**src/rtl/instruction_fetch_if.sv**
```systemverilog
// Instruction memory bus between the fetch stage (master) and instruction_mem (slave).
// The word on mem_inst is a combinational function of mem_adr; there is no handshake.
interface instruction_fetch_if #(
    parameter int ADDRESS_LEN = 8,
    parameter int WORD_LEN    = 32
);
    logic [ADDRESS_LEN-1:0] mem_adr;
    logic [WORD_LEN-1:0]    mem_inst;

    modport master (output mem_adr, input  mem_inst);
    modport slave  (input  mem_adr, output mem_inst);
endinterface

```
**src/rtl/instruction_fetch.sv**
```systemverilog
// MIPS fetch stage: owns the word-addressed PC, drives instruction memory, fills IF/ID.
// Optional macro FETCH_BOUND_EN stops fetching at the MEMORY_SIZE bound and adds the halted port.
module instruction_fetch #(
`ifdef FETCH_BOUND_EN
    parameter int                    MEMORY_SIZE = 200,
`endif
    parameter int                    ADDRESS_LEN = 8,
    parameter int                    WORD_LEN    = 32,
    parameter logic [ADDRESS_LEN-1:0] RESET_PC   = '0,
    parameter logic [WORD_LEN-1:0]    NOP_WORD   = 32'h0400_0000
) (
    input  logic                   clk,
    input  logic                   rst,
    input  logic                   stall,
    input  logic                   branch_taken,
    input  logic [ADDRESS_LEN-1:0] branch_target,
    instruction_fetch_if.master    mem,
    output logic [WORD_LEN-1:0]    if_id_inst,
    output logic [ADDRESS_LEN-1:0] if_id_pc_plus1,
`ifdef FETCH_BOUND_EN
    output logic                   halted,
`endif
    output logic                   if_id_valid
);

`ifdef FETCH_BOUND_EN
    localparam logic [ADDRESS_LEN:0]   MEM_SIZE_X = MEMORY_SIZE[ADDRESS_LEN:0];
    localparam logic [ADDRESS_LEN-1:0] LAST_ADR   = ADDRESS_LEN'(MEMORY_SIZE - 1);
`endif

    logic [ADDRESS_LEN-1:0] pc_p0;
    logic [ADDRESS_LEN-1:0] pc_plus1;

    assign pc_plus1    = pc_p0 + ADDRESS_LEN'(1);
    assign mem.mem_adr = pc_p0;

    // ---- PC (stage 0) -> IF/ID register (stage 1) ----
    always_ff @(posedge clk) begin
        if (rst) begin
            pc_p0          <= RESET_PC;
            if_id_inst     <= NOP_WORD;
            if_id_pc_plus1 <= '0;
            if_id_valid    <= 1'b0;
`ifdef FETCH_BOUND_EN
            halted         <= 1'b0;
`endif
        end else if (branch_taken) begin
            if_id_inst     <= NOP_WORD;
            if_id_pc_plus1 <= '0;
            if_id_valid    <= 1'b0;
`ifdef FETCH_BOUND_EN
            // An out-of-range target parks the PC where it is rather than fetching garbage.
            if ({1'b0, branch_target} < MEM_SIZE_X) begin
                pc_p0  <= branch_target;
                halted <= 1'b0;
            end else begin
                halted <= 1'b1;
            end
`else
            pc_p0          <= branch_target;
`endif
`ifdef FETCH_BOUND_EN
        end else if (halted) begin
            if_id_inst     <= NOP_WORD;
            if_id_pc_plus1 <= '0;
            if_id_valid    <= 1'b0;
`endif
        end else if (!stall) begin
            if_id_inst     <= mem.mem_inst;
            if_id_pc_plus1 <= pc_plus1;
            if_id_valid    <= 1'b1;
`ifdef FETCH_BOUND_EN
            // The last word is still delivered; the PC then stays on it.
            if (pc_p0 == LAST_ADR) begin
                halted <= 1'b1;
            end else begin
                pc_p0  <= pc_plus1;
            end
`else
            pc_p0          <= pc_plus1;
`endif
        end
    end

endmodule

```
**src/flat_wrapper.sv**
```systemverilog
// flat-port wrapper written by rule: the top's interface ports become plain ports
module instruction_fetch_flat 
#(

    parameter int                    ADDRESS_LEN = 8,
    parameter int                    WORD_LEN    = 32,
    parameter logic [ADDRESS_LEN-1:0] RESET_PC   = '0,
    parameter logic [WORD_LEN-1:0]    NOP_WORD   = 32'h0400_0000
)
  (clk, rst, stall, branch_taken, branch_target, if_id_inst, if_id_pc_plus1, if_id_valid, mem_mem_adr, mem_mem_inst);
  instruction_fetch_if #(.ADDRESS_LEN(ADDRESS_LEN), .WORD_LEN(WORD_LEN)) mem_i ();
  input  logic clk;
  input  logic rst;
  input  logic stall;
  input  logic branch_taken;
  input  logic [ADDRESS_LEN-1:0] branch_target;
  output logic [WORD_LEN-1:0] if_id_inst;
  output logic [ADDRESS_LEN-1:0] if_id_pc_plus1;
  output logic if_id_valid;
  output wire logic [$bits(mem_i.mem_adr)-1:0] mem_mem_adr;
  input wire logic [$bits(mem_i.mem_inst)-1:0] mem_mem_inst;
  assign mem_mem_adr = mem_i.mem_adr;
  assign mem_i.mem_inst = mem_mem_inst;
  instruction_fetch #(.ADDRESS_LEN(ADDRESS_LEN), .WORD_LEN(WORD_LEN), .RESET_PC(RESET_PC), .NOP_WORD(NOP_WORD)) u_core (.clk(clk), .rst(rst), .stall(stall), .branch_taken(branch_taken), .branch_target(branch_target), .mem(mem_i), .if_id_inst(if_id_inst), .if_id_pc_plus1(if_id_pc_plus1), .if_id_valid(if_id_valid));
endmodule
```
**config.mk**
```make
export PLATFORM = sky130hd
export DESIGN_NAME = instruction_fetch_flat
export DESIGN_NICKNAME = d
export VERILOG_FILES = /design/src/rtl/instruction_fetch_if.sv /design/src/rtl/instruction_fetch.sv /design/src/flat_wrapper.sv
export SDC_FILE = /design/constraint.sdc
export NUM_CORES = 1
export LEC_CHECK = 0
export ABC_AREA = 1
export BUFFER_PORTS_ARGS = -buffer_cell sky130_fd_sc_hd__buf_2
export CORE_MARGIN = 2
export CORE_UTILIZATION = 46
export DETAILED_ROUTE_END_ITERATION = 7
export PLACE_DENSITY = 0.79
export SYNTH_ARGS = -nofsm -noshare
export SYNTH_HDL_FRONTEND = slang
export SYNTH_SLANG_ARGS = --single-unit
```
**constraint.sdc**
```tcl
create_clock -name clk -period 1.1 [get_ports clk]
set_input_delay 0 -clock clk [delete_from_list [all_inputs] [get_ports clk]]
set_output_delay 0 -clock clk [all_outputs]
set_load 0.01 [all_outputs]
```
Word-level counts from Yosys, hierarchy flattened
Index checks and enable logic that the tools add are counted.
{ "word_totals": {"register_bits": 49, "in_bits": 44, "output_inout_bits": 49, "wordCells": 9} }
{ "classes": {"n_addsub": 1, "n_eq_ne": 1, "muxes": 2, "reduce_logical": 1} }
{ "ops": {"columns": ["cell", "n"], "rows": [
  ["$mux W8", 2],
  ["$add A8 B1 Y8 const B", 1],
  ["$ne A2 B1 Y1 const B", 1],
  ["$reduce_or A2 Y1", 1]
]} }

Depth between registers and ports, before layout
Gate-level depths: netlist of run 1.
{ "logic_depth": {"word_depth": 3, "depth_mapped": 8} }

Least setup slack after synthesis of run 1
Ideal clock, no wire load.
{ "synth_timing": {"kind": "reg2reg", "startpoint": "register u_core.pc_p0[0] (netlist: u_core.mem.mem_adr[0])", "endpoint": "register u_core.if_id_pc_plus1[6]", "setup_ps": 59, "t_arrival_ps": 1059, "required_ps": 1041, "slack_ps": -18, "stages_incl_launch_ff": 6, "path_cell_list": "dfxtp_1 ha_1 nand3_1 o21ai_0 nand3_2 nand2_1"} }
{ "synth_via": {"elab_chain_len": 1} }
{ "synth_rtl": {"columns": ["item", "line_no", "source"], "rows": [
  ["start: declaration", "instruction_fetch.sv:31", "logic [ADDRESS_LEN-1:0] pc_p0;"],
  ["start signal: assignment", "instruction_fetch.sv:60", "pc_p0 <= branch_target;"],
  ["start signal: assignment", "instruction_fetch.sv:80", "pc_p0 <= pc_plus1;"],
  ["$add A8 B1 Y8", "instruction_fetch.sv:34", "assign pc_plus1 = pc_p0 + ADDRESS_LEN'(1);"],
  ["end signal: assignment", "instruction_fetch.sv:70", "if_id_pc_plus1 <= pc_plus1;"],
  ["end: declaration", "instruction_fetch.sv:19", "output logic [ADDRESS_LEN-1:0] if_id_pc_plus1,"]
]} }
No other way between the ends.
A chain may end at the register's enable or synchronous reset.

Worst setup path after layout of run 1
{ "layout_timing": {"startpoint": "register u_core.pc_p0[0] (netlist: u_core.mem.mem_adr[0])", "endpoint": "register u_core.pc_p0[6] (netlist: u_core.mem.mem_adr[6])"} }
{ "layout_via": {"elab_chain_len": 3} }
{ "layout_rtl": {"columns": ["item", "line_no", "source"], "rows": [
  ["$add A8 B1 Y8", "instruction_fetch.sv:34", null],
  ["$mux W8", "instruction_fetch.sv:68", "end else if (!stall) begin"],
  ["$mux W8", "instruction_fetch.sv:47", "end else if (branch_taken) begin"]
]} }
No other way between the ends. The select of a mux whose other input is x is not followed.

==> out/results.tsv, run 1 <==
metric	value	unit
fin_hold_ws	7.02	ps
antennaDiodeCount	0	
clock_skew	1.69	ps
final.setup.tns	0	ps
syn_area	2040	um^2
required	1290	ps
seq_area	990	um^2
hold_viol	0	
drt_pass1_iterations	5	
critPathKind	flip-flop to flip-flop	
htreeDepth	2	
gp_congestion	0.834	
path_max_fanout	4	
start_util	47.3	%
rows	24	
placed_area	2580	um^2
tightest_slew	339	ps
numCtsBuffers	5	
slew_violations	0	
post_drt_wl_per_cell	12.9	um
clockBufferDepth	2	
grt_max_degree	34	
ys_seq_elements	49	
num_vias	2122	
synthCells	255	
ant_nets	0	
die-area	4990	um^2
track_usage	22.7	%
fmax	0.984	GHz
die_x	70.7	um
dp_slack	17.1	ps
crit_path_end_kind	flip-flop	
clk_pin_slew	80	ps
cts-root-buf	clkbuf_8	
multi_input_area	943	um^2
final_area	3020	um^2
drt_iter0_drc	86	
routed_wl	5610	um
synth_area_per_cell	8.02	um^2
max_cap_violations	0	
fin_crit	1020	ps
vdd_ir_drop_max	0.000699	V
overflow	0	
yosys.area.top_type	dfxtp_1	
fin_nets	429	
core_region_area	4320	um^2
crit_arrival	1210	ps
syn_to_final_growth	47.6	%
fin_cells	435	
synth.area.top_cells	dfxtp_1, nand2_1, a21oi_2	
antenna_found_initial	0	
synth_top_area_share	48.0	%
status	finished, final reports clean	
dp_cells	395	
yosysWarnings	0	
cts_tree	done	
cts_num_sinks	49	
place_hpwl	3580	um
worst_slack	83.7	ps
grt_pass1_wl	9150	um
hold_path.class	primary input to flip-flop	
portBuffers	92	
synth.distinct_cells	22	
cp-start-kind	flip-flop	
maxSlewHeadroom	77.4	%
final_common_cell	nand2_1	
grt_pass1_vias	2020	
num-fill-cells	356	
syn_nets	300	
rsz0062_at_grt	false	
yosysSeqAreaShare	48.0	%
drc	0	
utilization	69.8	%
p_leak	1.46	nW
total_power	3.42	mW
viasPerCell	4.88	
p_per_area	1130	nW/um^2
die_height	70.7	um
final_cell_mix	nand2_1, buf_2, dfxtp_1	
drive_above_1_share	39.9	%
io_pins	93	
clock_latency	290	ps
period_share	92.4	%
setup_viol	0	
-- repair_timing --
action                                 CTS  global route
hold buffers                            32             0
resized for setup                        0             9
endpoints found under the hold margin   32             0
setup endpoints to repair                0            10
buffers inserted                         0             2
-- cells by family (layout without fill, tap and decap cells) --
group | after synthesis | after routing | share of synthesized area [%]
buffers and inverters | 26 | 154 | 7.10
flip-flops | 49 | 49 | 48.0
adder cells (fa/ha/maj) | 1 | 1 | 0.612
AND/OR/NAND/NOR | 134 | 134 | 27.7
XOR/XNOR | 1 | 1 | 0.428
AO/OA/AOI/OAI | 44 | 44 | 16.2
-- Yosys cell counts --
cell type / n
a21oi_1: 2
a21oi_2: 29
buf_2: 5
buf_4: 2
buf_6: 4
clkinv_1: 1
clkinv_2: 1
dfxtp_1: 49
ha_1: 1
inv_1: 11
inv_2: 1
inv_4: 1
nand2_1: 108
nand2_4: 1
nand3_1: 14
nand3_2: 3
nor2_1: 6
nor2_2: 1
nor2_8: 1
o21ai_0: 12
o21bai_1: 1
xor2_1: 1
-- critical path, cell delays in order, from the launching register on --
cell and delay [ps]:
dfxtp_4 380, ha_4 150, nand3_1 100, nor2_1 100, nand2_1 60, nand3_2 80, nand2_1 50
-- final timing paths --
kind | slack [ps] | start | cells after the start | to
worst min-delay path | 7 | branch_target[5] | 5 | u_core.mem.mem_adr[5]
worst max-delay path | 80 | u_core.mem.mem_adr[0] | 6 | u_core.mem.mem_adr[6]
worst max register to register | 80 | u_core.mem.mem_adr[0] | 6 | u_core.mem.mem_adr[6]
worst min register to register | 470 | u_core.if_id_pc_plus1[5] | 2 | u_core.if_id_pc_plus1[5]
-- area by class of cell --
type / instances / area share, %
clock buffers: 5 / 2.28
clock inverters: 1 / 0.166
inverters: 15 / 1.99
multi-input cells: 180 / 31.3
flip-flops and latches: 49 / 32.8
well taps: 52 / 2.16
repair buffers: 133 / 29.4
-- power breakdown --
group	switching, mW	internal (mW)	leakage (nW)	total, mW
clock network	0.528	0.419	0.0399	0.946
registers	0.0492	1.84	0.402	1.89
logic	0.300	0.284	1.02	0.584
total	0.877	2.54	1.46	3.42
-- per-layer routing --
layer  up-vias  global-route usage [%]  part of all wire, %
met5         -                       0                    0
met4         0                    12.8                  3.8
met3        19                    5.27                  6.2
met2        91                    38.5                   50
met1       949                    26.4                   40
li1       1063                       -                    -
-- sequential cells by signal, indices dropped and copies added (netlist names) --
| name | flops |
|---|---|
| u_core.if_id_inst | 32 |
| u_core.if_id_pc_plus1 | 8 |
| u_core.mem.mem_adr | 8 |
| u_core.if_id_valid | 1 |
(Power assumes the default switching activity.)
==> run 2, diff against run 1 <==
Settings changed: ABC_AREA 1 to default, CORE_UTILIZATION 46 to 45, HOLD_SLACK_MARGIN from default to 0.03, PLACE_DENSITY 0.79 to 0.78.
==> run 2 against run 1 <==
Effect of this change:
- the flow now finishes with violations (setup timing)
- combinational power rose by 25%
- sequential share of layout area fell by 2.5 points
- core utilization rose by 11 points
- hold slack improved by 33 ps
- synthesized area fell by 4.3%
- highest routed layer unchanged
- clock power rose by 23%
- via count fell by 2.6%
- clock skew rose by 0.62 ps
- routed wire length rose by 15%
- cell count fell by 6.9%
- critical path depth fell by 3
- sequential cell count did not move
==> out/results.tsv, run 2 <==
metric	value	unit
drt_iter0_drc	83	
io_pins	93	
place_hpwl	3630	um
vdd_ir_drop_max	0.000865	V
clock_skew	2.31	ps
p_leak	1.58	nW
synthCells	202	
dp_cells	352	
gp_congestion	0.848	
synth_xor_area_share	2.69	%
yosysWarnings	0	
ant_nets	0	
htreeDepth	2	
cts_num_sinks	49	
rows	23	
ff2ff_path_depth	3	
dp_slack	-209	ps
period_share	116	%
fin_cells	405	
worst_slack	-172	ps
fin_crit	1270	ps
rrSetupSlack	-170	ps
clk_pin_slew	90	ps
crit_arrival	1480	ps
syn_area	1960	um^2
crit_path_end_kind	flip-flop	
portBuffers	92	
antenna_found_initial	0	
top_register	u_core.if_id_inst	
maxSlewHeadroom	76.6	%
final_cell_mix	buf_2, dfxtp_1, nor2_1, dlygate4sd3_1, mux2i_1	
slew_violations	0	
die_x	69.9	um
p_per_area	1150	nW/um^2
synth_compound_area_share	8.96	%
ys.flop_type	dfxtp_1	
fmax	0.786	GHz
synthTopCellsByCount	dfxtp_1, nor2_1, mux2i_1	
cp-start-kind	flip-flop	
hold_path.class	primary input to flip-flop	
track_usage	25.4	%
synth.distinct_cells	36	
synth.area.top_cells	dfxtp_1, mux2i_1, nor2_1	
failed_checks	setup timing	
utilization	80.5	%
cts_tree	done	
yosysMostFrequentCell	dfxtp_1	
path_max_fanout	4	
synth-edff-count	0	
overflow	0	
drive_above_1_share	42.8	%
die_height	69.9	um
fin_nets	400	
grt_max_degree	30	
rsz0062_at_grt	true	
grt_pass1_vias	2097	
ys_seq_elements	49	
numCtsBuffers	5	
startpoint	u_core.mem.mem_adr[4]	
synth_top_family_by_area	multiplexers	
yosys.area.top_type	dfxtp_1	
rr_endpoint	u_core.mem.mem_adr[5]	
grt_pass1_wl	9910	um
post_drt_wl_per_cell	15.9	um
synth-simple-area-share	16.3	%
async_reset_ff_share	0	%
setup_viol	9	
required	1310	ps
tightest_slew	349	ps
die-area	4890	um^2
core_region_area	4090	um^2
synth_top_area_share	50.2	%
crit_end	u_core.mem.mem_adr[5]	
routed_wl	6430	um
status	finished with violations	
synthAdderAreaFrac	0.640	%
start_util	47.9	%
drc	0	
antennaDiodeCount	0	
synth_area_per_cell	9.68	um^2
clock_latency	290	ps
worstReg2RegStart	u_core.mem.mem_adr[4]	
viasPerCell	5.10	
critPathKind	flip-flop to flip-flop	
final_common_cell	buf_2	
largest_reg_flops	32	
synthMuxAreaShare	16.9	%
drt_pass1_iterations	4	
max_cap_violations	0	
syn_nets	247	
syn_to_final_growth	68.2	%
hold_viol	0	
clockBufferDepth	2	
num_vias	2067	
yosysSeqAreaShare	50.2	%
cts-root-buf	clkbuf_8	
==> run 2: final cells by class <==
cell class                      instances  area, um^2
Clock buffer                            6        93.8
Fill cell                             267         797
Sequential cell                        49         997
Multi-Input combinational cell        135         998
Clock inverter                          1        5.00
Timing Repair Buffer                  160        1120
Tap cell                               50        62.6
Inverter                                4        15.0
==> run 2: worst min path at each step <==
stage / from / end / cells past startpoint / slack (ps)
CTS: rst / u_core.if_id_inst[26] / 3 / 30
global placement: mem_mem_inst[26] / u_core.if_id_inst[26] / 3 / 210
detailed placement: mem_mem_inst[26] / u_core.if_id_inst[26] / 3 / 240
floorplan: mem_mem_inst[26] / u_core.if_id_inst[26] / 2 / 130
global route: rst / u_core.if_id_inst[26] / 3 / 60
finish: rst / u_core.if_id_inst[26] / 3 / 40
==> run 2: logic make-up (layout without fill, tap and decap cells) <==
kind of cell	count (synthesis)	after routing
compound gates	28	28
xor+xnor	6	6
fa+ha+maj	1	1
buf+inv	18	171
flops	49	49
mux	33	33
simple gates	67	67
==> run 2: timing repair <==
action                                  in CTS  in global routing
endpoints found under the hold margin       40                  0
cloned                                       0                  0
resized for setup                           13                 12
pin swaps                                   13                 13
endpoints found under the setup margin      10                 13
hold buffers                                41                  0
setup buffers                                4                  2
==> run 2: metal layers <==
| metal | vias up | global-route usage, % | wire, um |
|---|---|---|---|
| met5 | - | 0 | 0 |
| met4 | 0 | 6.20 | 84 |
| met3 | 10 | 6.78 | 413 |
| met2 | 90 | 46.6 | 3370 |
| met1 | 969 | 29.1 | 2560 |
| li1 | 998 | - | - |
==> run 2: where the power goes <==
| group | internal [mW] | switching (mW) |
|---|---|---|
| Clock | 0.570 | 0.586 |
| Combinational | 0.402 | 0.328 |
| Sequential | 1.84 | 0.0560 |
| Total | 2.82 | 0.971 |
==> run 2: stage by stage <==
| step | hold WS (ps) | cell area [um^2] | total power [mW] | setup TNS [ps] |
|---|---|---|---|---|
| floorplan | 125 | 1990 | 2.22 | -360 |
| global placement | 210 | 2630 | 2.46 | -363 |
| detailed placement | 236 | 2630 | 2.47 | -692 |
| CTS | 34.9 | 3220 | 3.76 | -608 |
| global route | 56.9 | 3290 | 3.94 | -1340 |
| finish | 39.6 | 3290 | 3.79 | -837 |
==> run 2: worst max-delay path, stage by stage, from the launching register on <==
cell and delay, ps:
dfxtp_4 370, nand3_2 90, or4_1 470, a311oi_1 260
